### src/rtl/rv32i_types_pkg.sv
// Shared types for the instruction fetch path: fetch FSM states and
// the halfword encoding helper used to spot compressed instructions.
package rv32i_types_pkg;

    typedef enum logic [1:0] {
        IDLE = 2'd0,
        REQ  = 2'd1,
        DROP = 2'd2
    } fetch_state_t;

    localparam logic [1:0] HW_COMPRESSED_MASK = 2'b11;

    // A halfword starts a 16-bit instruction unless both low bits are set.
    function automatic logic is_compressed(input logic [15:0] hw);
        return (hw[1:0] & HW_COMPRESSED_MASK) != HW_COMPRESSED_MASK;
    endfunction

endpackage

### src/rtl/fetch_align_buffer_if.sv
// Bundles the instruction-memory port, the redirect input and the decode
// handshake of the fetch/align buffer.
interface fetch_align_buffer_if #(
    parameter int DEPTH_HW = 8
) ();
    localparam int OCC_W = $clog2(DEPTH_HW) + 1;

    logic [31:0]      imem_addr;
    logic             imem_ren;
    logic             imem_busy;
    logic [31:0]      imem_rdata;
    logic             flush;
    logic [31:0]      flush_pc;
    logic [31:0]      instr;
    logic [31:0]      instr_pc;
    logic             instr_compressed;
    logic             instr_valid;
    logic             instr_ready;
    logic [OCC_W-1:0] occupancy;

    modport master (
        output imem_addr, imem_ren,
        input  imem_busy, imem_rdata,
        input  flush, flush_pc,
        output instr, instr_pc, instr_compressed, instr_valid,
        input  instr_ready,
        output occupancy
    );

    modport slave (
        input  imem_addr, imem_ren,
        output imem_busy, imem_rdata,
        output flush, flush_pc,
        input  instr, instr_pc, instr_compressed, instr_valid,
        output instr_ready,
        input  occupancy
    );
endinterface

### src/rtl/halfword_fifo.sv
// Circular halfword store: pushes and pops one or two halfwords per cycle,
// exposes the two entries at the head, synchronous clear on redirect.
module halfword_fifo #(
    parameter int DEPTH_HW = 8,
    localparam int PTR_W   = $clog2(DEPTH_HW),
    localparam int OCC_W   = PTR_W + 1
) (
    input  logic             clk,
    input  logic             rst,
    input  logic             clear,
    input  logic [1:0]       push_cnt,
    input  logic [15:0]      push_hw0,
    input  logic [15:0]      push_hw1,
    input  logic [1:0]       pop_cnt,
    output logic [15:0]      head_hw0,
    output logic [15:0]      head_hw1,
    output logic [OCC_W-1:0] occupancy
);

    logic [15:0]      mem [DEPTH_HW];
    logic [PTR_W-1:0] rd_ptr;
    logic [PTR_W-1:0] wr_ptr;
    logic [PTR_W-1:0] rd_ptr_p1;
    logic [PTR_W-1:0] wr_ptr_p1;
    logic [OCC_W-1:0] count;

    assign rd_ptr_p1 = rd_ptr + 1'b1;
    assign wr_ptr_p1 = wr_ptr + 1'b1;

    // Storage is zeroed on reset so the head reads as zero before any fetch.
    always_ff @(posedge clk) begin
        if (rst) begin
            for (int i = 0; i < DEPTH_HW; i++) begin
                mem[i] <= '0;
            end
            rd_ptr <= '0;
            wr_ptr <= '0;
            count  <= '0;
        end else if (clear) begin
            rd_ptr <= '0;
            wr_ptr <= '0;
            count  <= '0;
        end else begin
            if (push_cnt != 2'd0) begin
                mem[wr_ptr] <= push_hw0;
            end
            if (push_cnt == 2'd2) begin
                mem[wr_ptr_p1] <= push_hw1;
            end
            wr_ptr <= wr_ptr + PTR_W'(push_cnt);
            rd_ptr <= rd_ptr + PTR_W'(pop_cnt);
            count  <= count + OCC_W'(push_cnt) - OCC_W'(pop_cnt);
        end
    end

    assign head_hw0  = mem[rd_ptr];
    assign head_hw1  = mem[rd_ptr_p1];
    assign occupancy = count;

endmodule

### src/rtl/fetch_align_buffer.sv
// Fetches aligned words from instruction memory, splits them into halfwords
// and presents one 16- or 32-bit instruction per decode handshake.
module fetch_align_buffer
    import rv32i_types_pkg::*;
#(
    parameter int          DEPTH_HW = 8,
    parameter logic [31:0] RESET_PC = 32'h0000_0200
) (
    input  logic                 CLK,
    input  logic                 RST,
    fetch_align_buffer_if.master bus
);

    localparam int               OCC_W   = $clog2(DEPTH_HW) + 1;
    localparam logic [OCC_W-1:0] DEPTH_V = OCC_W'(DEPTH_HW);

    fetch_state_t     state, state_n;
    logic [31:0]      fetch_pc, fetch_pc_n;
    logic [31:0]      drop_addr, drop_addr_n;
    logic [31:0]      head_pc;
    logic [31:0]      req_addr;
    logic [31:0]      redirect_pc;
    logic [OCC_W-1:0] occ;
    logic [OCC_W-1:0] free;
    logic [OCC_W-1:0] push_n;
    logic [1:0]       push_cnt;
    logic [1:0]       pop_cnt;
    logic [15:0]      hw0, hw1;
    logic             comp;
    logic             valid;
    logic             pop_fire;
    logic             unused_pc_bits;

    assign unused_pc_bits = bus.flush_pc[0] ^ fetch_pc[0];

    assign req_addr    = {fetch_pc[31:2], 2'b00};
    assign redirect_pc = {bus.flush_pc[31:1], 1'b0};
    assign free        = DEPTH_V - occ;
    assign push_n      = fetch_pc[1] ? OCC_W'(1) : OCC_W'(2);

    always_ff @(posedge CLK) begin
        if (RST) begin
            state     <= IDLE;
            fetch_pc  <= RESET_PC;
            drop_addr <= '0;
        end else begin
            state     <= state_n;
            fetch_pc  <= fetch_pc_n;
            drop_addr <= drop_addr_n;
        end
    end

    always_comb begin
        state_n       = state;
        fetch_pc_n    = fetch_pc;
        drop_addr_n   = drop_addr;
        bus.imem_ren  = 1'b0;
        bus.imem_addr = req_addr;
        push_cnt      = 2'd0;
        case (state)
            IDLE: begin
                if (!bus.flush && free >= OCC_W'(2)) begin
                    state_n = REQ;
                end
            end
            REQ: begin
                bus.imem_ren = 1'b1;
                if (bus.flush) begin
                    // Remember the outstanding address so it stays on the bus while draining.
                    state_n     = bus.imem_busy ? DROP : IDLE;
                    drop_addr_n = req_addr;
                end else if (!bus.imem_busy) begin
                    push_cnt   = fetch_pc[1] ? 2'd1 : 2'd2;
                    fetch_pc_n = req_addr + 32'd4;
                    state_n    = ((free - push_n) >= OCC_W'(2)) ? REQ : IDLE;
                end
            end
            DROP: begin
                bus.imem_ren  = 1'b1;
                bus.imem_addr = drop_addr;
                if (!bus.imem_busy && !bus.flush) begin
                    state_n = IDLE;
                end
            end
            default: state_n = IDLE;
        endcase
        if (bus.flush) begin
            fetch_pc_n = redirect_pc;
        end
    end

    halfword_fifo #(
        .DEPTH_HW(DEPTH_HW)
    ) u_fifo (
        .clk       (CLK),
        .rst       (RST),
        .clear     (bus.flush),
        .push_cnt  (push_cnt),
        .push_hw0  (fetch_pc[1] ? bus.imem_rdata[31:16] : bus.imem_rdata[15:0]),
        .push_hw1  (bus.imem_rdata[31:16]),
        .pop_cnt   (pop_cnt),
        .head_hw0  (hw0),
        .head_hw1  (hw1),
        .occupancy (occ)
    );

    // A full instruction needs both halves buffered; no partial output.
    assign comp     = is_compressed(hw0);
    assign valid    = comp ? (occ != '0) : (occ >= OCC_W'(2));
    assign pop_fire = valid && bus.instr_ready && !bus.flush;
    assign pop_cnt  = pop_fire ? (comp ? 2'd1 : 2'd2) : 2'd0;

    always_ff @(posedge CLK) begin
        if (RST) begin
            head_pc <= RESET_PC;
        end else if (bus.flush) begin
            head_pc <= redirect_pc;
        end else if (pop_fire) begin
            head_pc <= head_pc + (comp ? 32'd2 : 32'd4);
        end
    end

    assign bus.instr            = comp ? {16'h0000, hw0} : {hw1, hw0};
    assign bus.instr_pc         = head_pc;
    assign bus.instr_compressed = comp;
    assign bus.instr_valid      = valid;
    assign bus.occupancy        = occ;

endmodule

### src/flat_wrapper.sv
// flat-port wrapper written by rule: the top's interface ports become plain ports
module fetch_align_buffer_flat import rv32i_types_pkg::*;
#(
    parameter int          DEPTH_HW = 8,
    parameter logic [31:0] RESET_PC = 32'h0000_0200
)
  (CLK, RST, bus_imem_addr, bus_imem_ren, bus_imem_busy, bus_imem_rdata, bus_flush, bus_flush_pc, bus_instr, bus_instr_pc, bus_instr_compressed, bus_instr_valid, bus_instr_ready, bus_occupancy);
  fetch_align_buffer_if #(.DEPTH_HW(DEPTH_HW)) bus_i ();
  input  logic CLK;
  input  logic RST;
  output wire logic [$bits(bus_i.imem_addr)-1:0] bus_imem_addr;
  output wire logic [$bits(bus_i.imem_ren)-1:0] bus_imem_ren;
  input wire logic [$bits(bus_i.imem_busy)-1:0] bus_imem_busy;
  input wire logic [$bits(bus_i.imem_rdata)-1:0] bus_imem_rdata;
  input wire logic [$bits(bus_i.flush)-1:0] bus_flush;
  input wire logic [$bits(bus_i.flush_pc)-1:0] bus_flush_pc;
  output wire logic [$bits(bus_i.instr)-1:0] bus_instr;
  output wire logic [$bits(bus_i.instr_pc)-1:0] bus_instr_pc;
  output wire logic [$bits(bus_i.instr_compressed)-1:0] bus_instr_compressed;
  output wire logic [$bits(bus_i.instr_valid)-1:0] bus_instr_valid;
  input wire logic [$bits(bus_i.instr_ready)-1:0] bus_instr_ready;
  output wire logic [$bits(bus_i.occupancy)-1:0] bus_occupancy;
  assign bus_imem_addr = bus_i.imem_addr;
  assign bus_imem_ren = bus_i.imem_ren;
  assign bus_i.imem_busy = bus_imem_busy;
  assign bus_i.imem_rdata = bus_imem_rdata;
  assign bus_i.flush = bus_flush;
  assign bus_i.flush_pc = bus_flush_pc;
  assign bus_instr = bus_i.instr;
  assign bus_instr_pc = bus_i.instr_pc;
  assign bus_instr_compressed = bus_i.instr_compressed;
  assign bus_instr_valid = bus_i.instr_valid;
  assign bus_i.instr_ready = bus_instr_ready;
  assign bus_occupancy = bus_i.occupancy;
  fetch_align_buffer #(.DEPTH_HW(DEPTH_HW), .RESET_PC(RESET_PC)) u_core (.CLK(CLK), .RST(RST), .bus(bus_i));
endmodule
### config.mk
export PLATFORM = sky130hd
export DESIGN_NAME = fetch_align_buffer_flat
export DESIGN_NICKNAME = d
export VERILOG_FILES = /design/src/rtl/rv32i_types_pkg.sv /design/src/rtl/fetch_align_buffer_if.sv /design/src/rtl/halfword_fifo.sv /design/src/rtl/fetch_align_buffer.sv /design/src/flat_wrapper.sv
export SDC_FILE = /design/constraint.sdc
export NUM_CORES = 1
export LEC_CHECK = 0
export ABC_AREA = 1
export BUFFER_PORTS_ARGS = -buffer_cell sky130_fd_sc_hd__buf_2
export CORE_AREA = 2 2 166 168
export CTS_BUF_LIST = sky130_fd_sc_hd__clkbuf_16
export DETAILED_ROUTE_END_ITERATION = 10
export DIE_AREA = 0 0 168 170
export PLACE_DENSITY = 0.74
export RECOVER_POWER = 100
export SETUP_SLACK_MARGIN = 0.2
export SLEW_MARGIN = 0
export SYNTH_ARGS = -nofsm -noshare
export SYNTH_HDL_FRONTEND = slang
export SYNTH_SLANG_ARGS = --single-unit
### constraint.sdc
create_clock -name CLK -period 3.1 [get_ports CLK]
set_clock_uncertainty 0.1 [all_clocks]
set_input_delay 0.31 -clock CLK [delete_from_list [all_inputs] [get_ports CLK]]
set_output_delay 0.31 -clock CLK [all_outputs]
set_load 0.02 [all_outputs]
* Word-level counts from Yosys, hierarchy flattened
Memories as Yosys holds them, arrays and structs flattened. A register that Yosys moved wholly into a read port is not among the register bits.
Index checks and enable logic that the tools add are counted.
** Word-level totals
- Bits in writable memories :: 128
- Register bits :: 106
- Memories kept :: 1
- Output and inout bits :: 103
** Memories
- u_core.u_fifo.mem :: depth 8, width 16, read ports 2, clocked after Yosys merged registers in 1, write ports 8, RTL line halfword_fifo.sv:20 : logic [15:0] mem [DEPTH_HW];
** Cells by class
- $lt $le $gt $ge :: 3
- Equality and inequality tests :: 8
- Reduce and logical (&&, ||, !) cells :: 19
- Bitwise operators :: 1
- Add/subtract/negate cells :: 10
- Muxes and demuxes :: 42
** Operator list (number)
- two-way mux 32 bit :: 7
- two-way mux 16 bit :: 3
- adder 32 x 3 -> 32 bit, second input constant :: 1
- adder 32 bit :: 1
- OR reduction 16 bit :: 2
- two-way mux 2 bit :: 12
- two-way mux 1 bit :: 15
- >= comparator 4 x 2 -> 1 bit, second input constant :: 3
- two-way mux 3 bit :: 4
- adder 3 x 1 -> 3 bit, second input constant :: 2
- adder 3 x 2 -> 3 bit :: 2
- inequality test 2 x 1 -> 1 bit, second input constant :: 3
- case mux 2 bit (3 select lines) :: 1
- AND reduction 2 bit :: 3
- nonzero test 2 bit :: 3
- adder 4 x 2 -> 4 bit :: 1
- == test 2 bit, second input constant :: 2
- logical AND 1 bit :: 4
- nonzero test 4 bit :: 1
- OR reduction 2 bit :: 2
- subtractor 4 x 2 -> 4 bit :: 1
- subtractor 4 bit :: 1
- subtractor 4 bit, first input constant :: 1
- inequality test 3 bit, second input constant :: 1
- 6 further kinds :: 7

* Longest topological paths before layout
Gate-level depths: netlist of run 1.
- Depth after elaboration :: 11
- Mapped depth :: 24
- Mapped depth without buffers :: 20

* Cells and area by module
From an unflattened synthesis of run 1, not the netlist that was laid out.
** Unflattened totals
- Cell total of the unflattened synthesis :: 2121
- Area total of the unflattened synthesis :: 15158.3 µm²
** Modules (own cells, without submodules)
- halfword_fifo :: area an instance 8847.2 µm², times used 1, cells an instance 1090
- fetch_align_buffer :: area an instance 6311.1 µm², times used 1, cells an instance 1031

* Worst setup path before layout of run 1
No wires, ideal clock.
- Kind :: flip-flop to flip-flop
- Start :: register u_core.u_fifo.rd_ptr[1] (netlist name)
- End :: register u_core.head_pc[31] (netlist: u_core.bus.instr_pc[31])
- Setup slack :: -0.083 ns
- Buffers on the path :: 3
- Clock period less this slack :: 3.183 ns
- Data required time :: 2.889 ns
- Cell stages (with the launch flop) :: 23
- Arrival time :: 2.972 ns
- Cell sequence :: dfxtp_1 buf_2 inv_2 nand3_1 nand2_1 nand2_1 nand2_1 nand2_1 buf_2 buf_2 ha_1 fa_1 nand2_1 nor3_1 inv_1 nor2_1 nand2_1 nand2_1 nand2_1 nand2_1 nand2_1 nor2_1 nor2_1
** RTL lines
- to (signal assigned) :: RTL line fetch_align_buffer.sv:117 : head_pc <= redirect_pc;
- to (signal assigned) :: RTL line fetch_align_buffer.sv:119 : head_pc <= head_pc + (comp ? 32'd2 : 32'd4);
- to (decl) :: RTL line fetch_align_buffer.sv:20 : logic [31:0] head_pc;

* Worst setup path in the final report of run 1
- Start :: register u_core.u_fifo.rd_ptr[0]
- End :: output port bus_instr[25]
** On the way
- Cells in the longest elaborated chain, start to end :: 3
** Ends and longest elaborated chain
- from (decl) :: RTL line halfword_fifo.sv:21 : logic [PTR_W-1:0] rd_ptr;
- from (signal assigned) :: RTL line halfword_fifo.sv:51 : rd_ptr <= rd_ptr + PTR_W'(pop_cnt);
- adder 3 x 1 -> 3 bit :: RTL line halfword_fifo.sv:27 : assign rd_ptr_p1 = rd_ptr + 1'b1;
- memory (8 x 16 bit)
- two-way mux 32 bit :: RTL line fetch_align_buffer.sv:123 : assign bus.instr = comp ? {16'h0000, hw0} : {hw1, hw0};
- to (decl) :: RTL line flat_wrapper.sv:17 : output wire logic [$bits(bus_i.instr)-1:0] bus_instr;
Every way passes these cells.

==> qor.yml, run 1 <==
clocking:
  cts_made_buffers: 26
  cts_tree: "done"
  cts_sinks: 232
  htreeDepth: 1
  cts.root.buffer_cell: "clkbuf_16"
  path_clk_slew_ns: 0.06
  cts_buffer_depth: 3
  clk_latency_ns: 0.57
worst_hold_path:
  min_to: "u_core.fetch_pc[22]$_SDFFE_PP0P_"
  hp-class: "in2reg"
  holdCritStartpoint: "bus_flush_pc[22]"
  hold_path_depth: 3
setup_path:
  cp_max_fo: 23
  critical_path_class: "reg2out"
  r2r_cells: 16
  start_kind: "flop"
  endpoint_kind: "output pin"
  cp.arrival_ns: 2.57
  r2r-start: "u_core.u_fifo.rd_ptr[0]$_SDFF_PP0_"
  required_ns: 2.69
  rrSetupSlack_ns: 0.23
  r2r-end: "u_core.u_fifo.occupancy[2]$_SDFF_PP0_"
detailed_routing:
  drt_first_pass_iters: 9
  wl_per_cell_microns: 19.6
  post_drt_via_cell_ratio: 6.00
  antenna_left: 0
  vias: 14299
  wl_microns: 46800
  drt-initial-drc-count: 1395
  drc: 1
floorplan:
  start_util_pct: 52.3
  die_area_sq_um: 28600
  core-area_sq_um: 26700
  row_count: 60
  dieWidth_microns: 168
  pin_count: 172
  die_y_microns: 170
global_route:
  track_usage_pct: 31.7
  grt_pass1_wl_microns: 71500
  first_global_vias: 13600
  grt_antenna_before_repair: 0
  gr-total-overflow: 0
  grt_max_degree: 115
placement:
  gp_congestion: 0.936
  port_buffers: 167
  placed_area_sq_um: 15100
  place_hpwl_microns: 30900
timing:
  finalCriticalPeriod_ns: 2.98
  post-route-period-util_pct: 96.2
  slew_headroom_pct: 26.6
  tightest_slew_ns: 1.10
  max_freq_mhz: 335
  finalSetupTns_ns: 0
  setup_viol: 0
  rsz0062_at_grt: "true"
  hold_violations: 0
  report.final.slew_viol_count: 0
power_and_ir_drop:
  power.density_nw_per_um2: 546
  p_int_uw: 5920
  switching_power_uw: 2920
  clkPwrFrac_pct: 34.9
  swShare_pct: 33.0
  ir_drop_mv: 0.424
  p_seq_share_pct: 41.8
  power.leakage_uw: 0.00635
  power.share.combinational_pct: 23.2
synth:
  synthFlopType: "edfxtp_1"
  synth-warning-count: 0
  synthCells: 1868
  synth_edf_count: 128
  ys_types: 46
  seq_area_frac_synth_pct: 42.5
  avgSynthCellArea_sq_um: 7.46
  netlist_area_sq_um: 13900
  ys_async_sr_fraction_pct: 0
  ys_ff_latch: 232
outcome:
  status: "complete, but fails checks"
  violations: "design-rule violations"
layout:
  fin_nets: 2117
  area_growth_pct: 16.2
  drive_gt1_share_pct: 11.4
  mostFrequentLayoutCells: "nand2_1, o21ai_0, inv_1, nor2_1, a21oi_1"
  antenna_cells: 0
  postLayoutCellArea_sq_um: 16200
  final_common_cell: "nand2_1"
run:
  cap_viol_max_count: 0
worst max-delay path: stages (launching register included):
cell and delay [ns]:
dfxtp_4 0.39, ha_1 0.39, clkinvlp_4 0.18, buf_12 0.19, a21oi_1 0.06, a221oi_1 0.44, a31oi_1 0.11, nor2_1 0.10
buf_2 0.18
metal layers:
metal	global-route usage (%)	vias to the layer above	share of wire, %
met4	16.4	0	4.5
li1	-	6768	-
met3	3.81	156	9.1
met5	0	-	0
met2	55.7	797	48
met1	38.3	6578	38
cell usage after synthesis (all sizes together) (4+ instances only):
library cell	number	area, sq um
a21oi	149	746
a221oi	13	114
a31oi	38	238
buf	43	240
clkbuf	77	289
clkinv	17	63.8
dfxtp	104	2080
edfxtp	128	3840
fa	6	120
ha	19	238
inv	176	663
nand2	376	1430
nand3	89	468
nand3b	4	30.0
nand4	12	75.1
nor2	176	701
nor3	33	170
o211ai	15	113
o21ai	198	991
o22ai	143	895
xnor2	8	70.1
xor2	25	219
layout make-up:
class / instances / area (sq um)
multi-input cells: 1325 / 6870
fillers: 2439 / 10500
flip-flops and latches: 232 / 5930
well taps: 341 / 427
clock buffers: 28 / 701
repair buffers: 245 / 1370
clock inverters: 19 / 165
inverters: 193 / 736
cell families after synthesis:
logic type | after synthesis | share of synthesized area [%]
adder cells (fa/ha/maj) | 25 | 2.57
buffers and inverters | 313 | 9.01
flip-flops | 232 | 42.5
AND/OR/NAND/NOR | 697 | 20.9
AO/OA/AOI/OAI | 567 | 22.9
other | 1 | 0.0269
XOR/XNOR | 33 | 2.07
per-stage QoR:
step	util, %	hold WS, ns	instances	setup WS, ns	total power, uW
2_1_floorplan	-	0.351	1870	0.210	5130
3_3_place_gp	56.8	0.412	2310	0.183	5710
3_5_place_dp	56.8	0.422	2310	0.134	5770
4_1_cts	60.9	0.00343	2379	0.183	8840
5_1_grt	60.8	0.0131	2383	0.0582	9210
6_report	60.8	0.0131	2383	0.117	8840
power groups by stage:
stage                     registers [uW]  logic (uW)  clock network (uW)
final                               3700        2050                3090
after detailed placement            3760        2010                   0
after global routing                3730        2260                3220
after CTS                           3690        2050                3100
after global placement              3750        1960                   0
after floorplan                     3760        1360                   0
how the worst max path moves through the flow:
stage                                            start  cells after the start                                    end
global placement    u_core.u_fifo.rd_ptr[1]$_SDFF_PP0_                     15  u_core.u_fifo.occupancy[3]$_SDFF_PP0_
detailed placement  u_core.u_fifo.rd_ptr[0]$_SDFF_PP0_                     17  u_core.u_fifo.occupancy[3]$_SDFF_PP0_
global route        u_core.u_fifo.rd_ptr[0]$_SDFF_PP0_                     19   u_core.bus.instr_pc[21]$_SDFFE_PP0P_
CTS                 u_core.u_fifo.rd_ptr[0]$_SDFF_PP0_                      7                          bus_instr[14]
finish              u_core.u_fifo.rd_ptr[0]$_SDFF_PP0_                      8                          bus_instr[25]
floorplan           u_core.u_fifo.rd_ptr[0]$_SDFF_PP0_                     22   u_core.bus.instr_pc[13]$_SDFFE_PP0P_
registers in the layout, indices dropped and copies added, names as in the netlist:
name,flops
u_core.state,2
u_core.bus.instr_pc,31
u_core.fetch_pc,31
u_core.u_fifo.wr_ptr,3
u_core.u_fifo.mem,128
u_core.u_fifo.occupancy,4
u_core.drop_addr,30
u_core.u_fifo.rd_ptr,3
repair_timing:
action / in CTS / in global routing
pin swaps: 2 / 11
setup endpoints to repair: 31 / 42
gates resized for setup: 9 / 36
hold endpoints to repair: 11 / 0
hold buffers: 11 / 0
setup buffers: 11 / 4
cloned: 0 / 0
Power figures use the tool's default switching activity.
==> run 2: changes to the inputs <==
--- a/config.mk
+++ b/config.mk
@@ -11,7 +11,7 @@
 export CTS_BUF_LIST = sky130_fd_sc_hd__clkbuf_16
 export DETAILED_ROUTE_END_ITERATION = 10
 export DIE_AREA = 0 0 168 170
-export PLACE_DENSITY = 0.74
+export PLACE_DENSITY = 0.78
 export RECOVER_POWER = 100
 export SETUP_SLACK_MARGIN = 0.2
 export SLEW_MARGIN = 0
==> qor.yml, run 2 (synthesis results as in run 1) <==
power_and_ir_drop:
  totalPowerFinal_uw: 8820  # was 8840 uW
  ir_drop_mv: 0.459  # was 0.424 mV
  power.density_nw_per_um2: 551  # was 546 nW/um^2
  power.leakage_uw: 0.00622  # was 0.00635 uW
setup_path:
  r2r-end: "u_core.u_fifo.occupancy[3]$_SDFF_PP0_"  # was u_core.u_fifo.occupancy[2]$_SDFF_PP0_
  critical_path_class: "reg2out"  # unchanged
  cp.arrival_ns: 2.53  # was 2.57 ns
  cpPeakStageDelay_ns: 0.41  # was 0.44 ns
  cp_max_fo: 32  # was 23
  r2r-start: "u_core.u_fifo.rd_ptr[0]$_SDFF_PP0_"  # unchanged
  r2r_cells: 17  # was 16
  cp_slowest_cell: "a221oi_1"  # unchanged
  required_ns: 2.69  # about the same
  rrSetupSlack_ns: 0.21  # was 0.23 ns
  endpoint_kind: "output pin"  # unchanged
  cp_cell_sequence: "ha_1 -> inv_1 -> buf_12 -> a21oi_1 -> a221oi_1 -> a31oi_1 -> nor2_1 -> clkbuf_1"  # was ha_1 -> clkinvlp_4 -> buf_12 -> a21oi_1 -> a221oi_1 -> a31oi_1 -> nor2_1 -> buf_2
  start_kind: "flop"  # unchanged
layout:
  mostFrequentLayoutCells: "nand2_1, o21ai_0, inv_1, nor2_1, a21oi_1"  # unchanged
  largest_register_ffs: 128  # unchanged
  drive_gt1_share_pct: 10.2  # was 11.4%
  top_register: "u_core.u_fifo.mem"  # unchanged
  fin_nets: 2105  # was 2117
  stdcell_count: 2371  # was 2383
  area_growth_pct: 14.8  # was 16.2%
  antenna_cells: 0  # unchanged
  final_common_cell: "nand2_1"  # unchanged
floorplan:
  pin_count: 172  # unchanged
  core-area_sq_um: 26700  # unchanged
  row_count: 60  # unchanged
  die_y_microns: 170  # unchanged
  start_util_pct: 52.3  # unchanged
  dieWidth_microns: 168  # unchanged
  die_area_sq_um: 28600  # unchanged
clocking:
  cts.root.buffer_cell: "clkbuf_16"  # unchanged
  cts_sinks: 232  # unchanged
  cts_tree: "done"  # unchanged
  cts_buffer_depth: 3  # unchanged
  clk_latency_ns: 0.55  # was 0.57 ns
  htreeDepth: 1  # unchanged
  path_clk_slew_ns: 0.06  # about the same
  cts_made_buffers: 25  # was 26
global_route:
  first_global_vias: 13645  # was 13600
  grt_antenna_before_repair: 0  # unchanged
  gr-total-overflow: 0  # unchanged
  grt_max_degree: 115  # unchanged
  track_usage_pct: 31.7  # about the same
  grt_pass1_wl_microns: 71700  # was 71500 microns
worst_hold_path:
  hp-class: "in2reg"  # unchanged
  min_to: "u_core.fetch_pc[27]$_SDFFE_PP0P_"  # was u_core.fetch_pc[22]$_SDFFE_PP0P_
  hold_path_depth: 3  # unchanged
  holdCritStartpoint: "bus_flush_pc[27]"  # was bus_flush_pc[22]
detailed_routing:
  top_layer: "met4"  # unchanged
  wl_met3_microns: 4480  # was 4280 microns
  vias: 14424  # was 14299
  drt-initial-drc-count: 1561  # was 1395
  m1WireLength_microns: 17500  # was 17700 microns
  antenna_left: 0  # unchanged
  wl_per_cell_microns: 19.8  # was 19.6 microns
  dr_wl_met2_microns: 22700  # about the same
  wl_microns: 46900  # was 46800 microns
  drt_first_pass_iters: 6  # was 9
  drc: 0  # was 1
  post_drt_via_cell_ratio: 6.08  # was 6.00
timing:
  setup_viol: 0  # unchanged
  hold_violations: 0  # unchanged
  finalCriticalPeriod_ns: 2.94  # was 2.98 ns
  max_freq_mhz: 340  # was 335 MHz
  report.final.slew_viol_count: 0  # unchanged
  slew_headroom_pct: 31.9  # was 26.6%
  post-route-period-util_pct: 94.9  # was 96.2%
  rsz0062_at_grt: "true"  # unchanged
  finalSetupTns_ns: 0  # unchanged
  worst_hold_slack_ns: 0.0136  # was 0.0131 ns
  tightest_slew_ns: 1.02  # was 1.10 ns
placement:
  gp_congestion: 0.939  # was 0.936
  dp.cells: 2312  # was 2310
  place_hpwl_microns: 30600  # was 30900 microns
  port_buffers: 167  # unchanged
run:
  cap_viol_max_count: 0  # unchanged
outcome:
  status: "finished, final reports clean"  # was complete, but fails checks
## run 2: worst max-delay path: cells and delay by family (launching register included)
family,cells,cell delay [ns]
buffers and inverters,3,0.57
DFF,1,0.38
adders and majority gates,1,0.33
and+or+nand+nor,1,0.10
AOI/OAI and AO/OA,3,0.60
## run 2: power breakdown
group	total [uW]	switching, uW	internal (uW)	leakage [uW]
Clock	3080	1270	1810	0.000422
Sequential	3700	199	3500	0.00218
Combinational	2030	1440	595	0.00362
Total	8820	2910	5910	0.00622
## run 2: cell type report
type                            instances  area (sq um)
Tap cell                              341           427
Sequential cell                       232          5930
Clock inverter                         21           218
Fill cell                            2439         10600
Inverter                              193           729
Clock buffer                           25           626
Multi-Input combinational cell       1325          6830
Timing Repair Buffer                  234          1240
## run 2: timing repair
item | 4_1_cts | 5_1_grt
hold buffers | 6 | 0
setup buffers | 2 | 5
gates resized for setup | 9 | 20
pin swaps | 1 | 11
setup endpoints to repair | 32 | 27
endpoints found under the hold margin | 6 | 0
## run 2: worst max-delay path by stage
| stage | start | end | slack, ns | cells past startpoint |
|---|---|---|---|---|
| CTS | u_core.u_fifo.rd_ptr[1]$_SDFF_PP0_ | bus_instr[17] | 0.19 | 7 |
| finish | u_core.u_fifo.rd_ptr[0]$_SDFF_PP0_ | bus_instr[27] | 0.16 | 8 |
| global placement | u_core.u_fifo.rd_ptr[0]$_SDFF_PP0_ | u_core.u_fifo.occupancy[3]$_SDFF_PP0_ | 0.20 | 17 |
| floorplan | u_core.u_fifo.rd_ptr[0]$_SDFF_PP0_ | u_core.bus.instr_pc[13]$_SDFFE_PP0P_ | 0.21 | 22 |
| detailed placement | u_core.u_fifo.rd_ptr[0]$_SDFF_PP0_ | u_core.u_fifo.occupancy[3]$_SDFF_PP0_ | 0.09 | 17 |
| global route | u_core.state[0]$_SDFFE_PP0P_ | bus_imem_addr[23] | 0.06 | 6 |
## run 2: stage by stage
stage / utilization (%) / instance area (sq um) / worst slack [ns]
2_1_floorplan: - / 14000 / 0.210
3_3_place_gp: 56.9 / 15200 / 0.204
3_5_place_dp: 56.9 / 15200 / 0.0925
4_1_cts: 60.5 / 16100 / 0.190
5_1_grt: 60.1 / 16000 / 0.0572
6_report: 60.1 / 16000 / 0.158
## run 2: metal layers
metal	track usage [%]	vias to the layer above
li1	-	6754
met1	38.7	6632
met2	55.9	880
met3	4.23	158
met4	14.9	0
met5	0	-
==> run 3: changes to the inputs <==
--- a/config.mk
+++ b/config.mk
@@ -11,6 +11,7 @@
 export CTS_BUF_LIST = sky130_fd_sc_hd__clkbuf_16
 export DETAILED_ROUTE_END_ITERATION = 10
 export DIE_AREA = 0 0 168 170
+export GPL_TIMING_DRIVEN = 0
 export PLACE_DENSITY = 0.78
 export RECOVER_POWER = 100
 export SETUP_SLACK_MARGIN = 0.2
==> qor.yml, run 3 (synthesis results as in run 1) <==
power_and_ir_drop:
  power.leakage_uw: 0.00681  # was 0.00622 uW
  totalPowerFinal_uw: 9580  # was 8820 uW
  p_seq_share_pct: 38.7  # was 42.0%
  power.share.combinational_pct: 24.7  # was 23.1%
  clkPwrFrac_pct: 36.6  # was 34.9%
  power.density_nw_per_um2: 549  # was 551 nW/um^2
  switching_power_uw: 3180  # was 2910 uW
  swShare_pct: 33.2  # was 33.0%
  p_int_uw: 6400  # was 5910 uW
  ir_drop_mv: 0.376  # was 0.459 mV
detailed_routing:
  vias: 15542  # was 14424
  wl_per_cell_microns: 21.9  # was 19.8 microns
  drt-initial-drc-count: 1957  # was 1561
  wl_microns: 54200  # was 46900 microns
  post_drt_via_cell_ratio: 6.29  # was 6.08
  drt_first_pass_iters: 7  # was 6
  drc: 0  # unchanged
  antenna_left: 0  # unchanged
floorplan:
  core-area_sq_um: 26700  # unchanged
  die_y_microns: 170  # unchanged
  die_area_sq_um: 28600  # unchanged
  start_util_pct: 52.3  # unchanged
  pin_count: 172  # unchanged
  dieWidth_microns: 168  # unchanged
  row_count: 60  # unchanged
setup_path:
  crit_buf_inv: 6  # was 3
  r2r-end: "u_core.u_fifo.mem[6][0]$_DFFE_PP_"  # was u_core.u_fifo.occupancy[3]$_SDFF_PP0_
  crit_top_cell: "buf_4"
  required_ns: 2.69  # about the same
  cp.arrival_ns: 2.73  # was 2.53 ns
  start_kind: "flop"  # unchanged
  rrSetupSlack_ns: 0.11  # was 0.21 ns
  cp_slowest_cell: "a221oi_1"  # unchanged
  cp_cell_sequence: "buf_4 -> buf_6 -> ha_4 -> buf_12 -> clkinv_8 -> clkbuf_16 -> a21oi_2 -> a221oi_1 -> a31oi_1 -> nor2_1 -> buf_4"  # was ha_1 -> inv_1 -> buf_12 -> a21oi_1 -> a221oi_1 -> a31oi_1 -> nor2_1 -> clkbuf_1
  cpPeakStageDelay_ns: 0.47  # was 0.41 ns
  critical_path_class: "reg2out"  # unchanged
  endpoint_kind: "output pin"  # unchanged
  critPathTopFamily: "buffers and inverters"  # was compound AO/OA/AOI/OAI gates
  r2r_cells: 11  # was 17
  r2r-start: "u_core.state[1]$_SDFFE_PP0P_"  # was u_core.u_fifo.rd_ptr[0]$_SDFF_PP0_
  cp_max_fo: 6  # was 32
global_route:
  grt_pass1_wl_microns: 79000  # was 71700 microns
  grt_max_degree: 17  # was 115
  first_global_vias: 14699  # was 13645
  track_usage_pct: 35.6  # was 31.7%
  gr-total-overflow: 0  # unchanged
  grt_antenna_before_repair: 0  # unchanged
clocking:
  cts.root.buffer_cell: "clkbuf_16"  # unchanged
  cts_tree: "done"  # unchanged
  htreeDepth: 1  # unchanged
  path_clk_slew_ns: 0.06  # about the same
  clk_latency_ns: 0.55  # about the same
  cts_made_buffers: 27  # was 25
  cts_buffer_depth: 3  # unchanged
  cts_sinks: 232  # unchanged
placement:
  dp.cells: 2377  # was 2312
  port_buffers: 166  # was 167
  placed_area_sq_um: 15200  # about the same
  gp_congestion: 0.979  # was 0.939
  place_hpwl_microns: 38400  # was 30600 microns
layout:
  mostFrequentLayoutCells: "nand2_1, o21ai_0, inv_1, nor2_1, o22ai_1"  # was nand2_1, o21ai_0, inv_1, nor2_1, a21oi_1
  area_growth_pct: 25.3  # was 14.8%
  top_register: "u_core.u_fifo.mem"  # unchanged
  postLayoutCellArea_sq_um: 17500  # was 16000 sq um
  drive_gt1_share_pct: 17.8  # was 10.2%
  final_common_cell: "nand2_1"  # unchanged
  largest_register_ffs: 128  # unchanged
  antenna_cells: 0  # unchanged
  fin_nets: 2203  # was 2105
  stdcell_count: 2471  # was 2371
  fillers: 2322  # was 2439
run:
  cap_viol_max_count: 0  # unchanged
timing:
  worst_hold_slack_ns: -0.00555  # was 0.0136 ns
  tightest_slew_ns: 1.23  # was 1.02 ns
  setup_viol: 1  # was 0
  finalSetupTns_ns: -0.0369  # was 0 ns
  hold_violations: 1  # was 0
  report.final.slew_viol_count: 0  # unchanged
  rsz0062_at_grt: "true"  # unchanged
  max_freq_mhz: 319  # was 340 MHz
  slew_headroom_pct: 18.3  # was 31.9%
  finalCriticalPeriod_ns: 3.14  # was 2.94 ns
  post-route-period-util_pct: 101  # was 94.9%
  setup_ws_ns: -0.0369  # was 0.158 ns
outcome:
  violations: "negative hold slack, negative setup slack"
  status: "complete, but fails checks"  # was finished, final reports clean
worst_hold_path:
  hp-class: "in2reg"  # unchanged
  holdCritStartpoint: "bus_flush_pc[1]"  # was bus_flush_pc[27]
  hold_path_depth: 3  # unchanged
  min_to: "u_core.fetch_pc[1]$_SDFFE_PP0P_"  # was u_core.fetch_pc[27]$_SDFFE_PP0P_
run 3: cell types whose count changed in the layout (fill, tap and decap cells not counted), sizes merged:
| cell | previous run | this run |
|---|---|---|
| clkinv | 26 | 27 |
| clkinvlp | 3 | 1 |
| inv | 181 | 180 |
| clkbuf | 141 | 173 |
| bufinv | 4 | 5 |
| buf | 112 | 179 |
| dlygate4sd3 | 6 | 8 |
run 3: stage by stage:
stage / setup WS [ns] / utilization (%)
final: -0.0369 / 65.5
after global routing: 0.0234 / 65.5
after CTS: 0.0570 / 63.2
after detailed placement: -0.455 / 57.2
after global placement: -0.450 / 57.2
after floorplan: 0.210 / -
run 3: worst reg2reg max path, cell delays in order, from the launching register on:
cell,delay (ns)
dfxtp_1,0.33
inv_1,0.09
ha_1,0.18
inv_1,0.09
nor2_4,0.18
inv_2,0.10
nor2_4,0.14
nand2_1,0.20
nor2_4,0.16
nand3_1,0.39
buf_2,0.39
nand3_4,0.29
run 3: area by class of cell:
type	count	area, sq um	area share, %
inverters	193	752	4.30
multi-input cells	1325	7460	42.7
flip-flops and latches	232	5930	34.0
well taps	341	427	2.44
repair buffers	211	1180	6.75
clock buffers	30	751	4.30
clock inverters	20	226	1.30
plain buffers	119	742	4.25
run 3: how the worst max path moves through the flow:
| stage | startpoint | to | slack (ns) | cells after the start |
|---|---|---|---|---|
| after global routing | u_core.u_fifo.rd_ptr[0]$_SDFF_PP0_ | u_core.bus.instr_pc[15]$_SDFFE_PP0P_ | 0.02 | 23 |
| final | u_core.u_fifo.rd_ptr[0]$_SDFF_PP0_ | bus_instr[29] | -0.04 | 11 |
| after global placement | u_core.state[1]$_SDFFE_PP0P_ | u_core.u_fifo.mem[4][6]$_DFFE_PP_ | -0.45 | 11 |
| after detailed placement | u_core.state[1]$_SDFFE_PP0P_ | u_core.u_fifo.mem[4][6]$_DFFE_PP_ | -0.45 | 11 |
| after CTS | u_core.state[1]$_SDFFE_PP0P_ | u_core.u_fifo.mem[5][2]$_DFFE_PP_ | 0.06 | 11 |
| after floorplan | u_core.u_fifo.rd_ptr[0]$_SDFF_PP0_ | u_core.bus.instr_pc[13]$_SDFFE_PP0P_ | 0.21 | 22 |
run 3: metal layers:
metal	up-vias	wire [microns]	track usage, %	part of all wire [%]
met1	7267	19200	42.1	35
met3	228	5800	5.72	11
met2	1075	26200	62.4	48
li1	6972	-	-	-
met4	0	3010	19.2	5.6
met5	-	0	0	0
run 3: timing repair:
item                                    CTS  global route
pin swaps                                23            67
gates cloned                              0             2
resized for setup                       117           181
hold buffers                              8             0
buffers inserted                         18            17
endpoints found under the setup margin  185           183
hold endpoints to repair                  8             0
run 3: power by group through the flow:
| stage | Sequential, uW | Clock [uW] | Combinational [uW] |
|---|---|---|---|
| 2_1_floorplan | 3760 | 0 | 1360 |
| 5_1_grt | 3730 | 3610 | 2550 |
| 3_5_place_dp | 3760 | 0 | 2110 |
| 6_report | 3710 | 3510 | 2370 |
| 3_3_place_gp | 3750 | 0 | 2080 |
| 4_1_cts | 3700 | 3500 | 2210 |
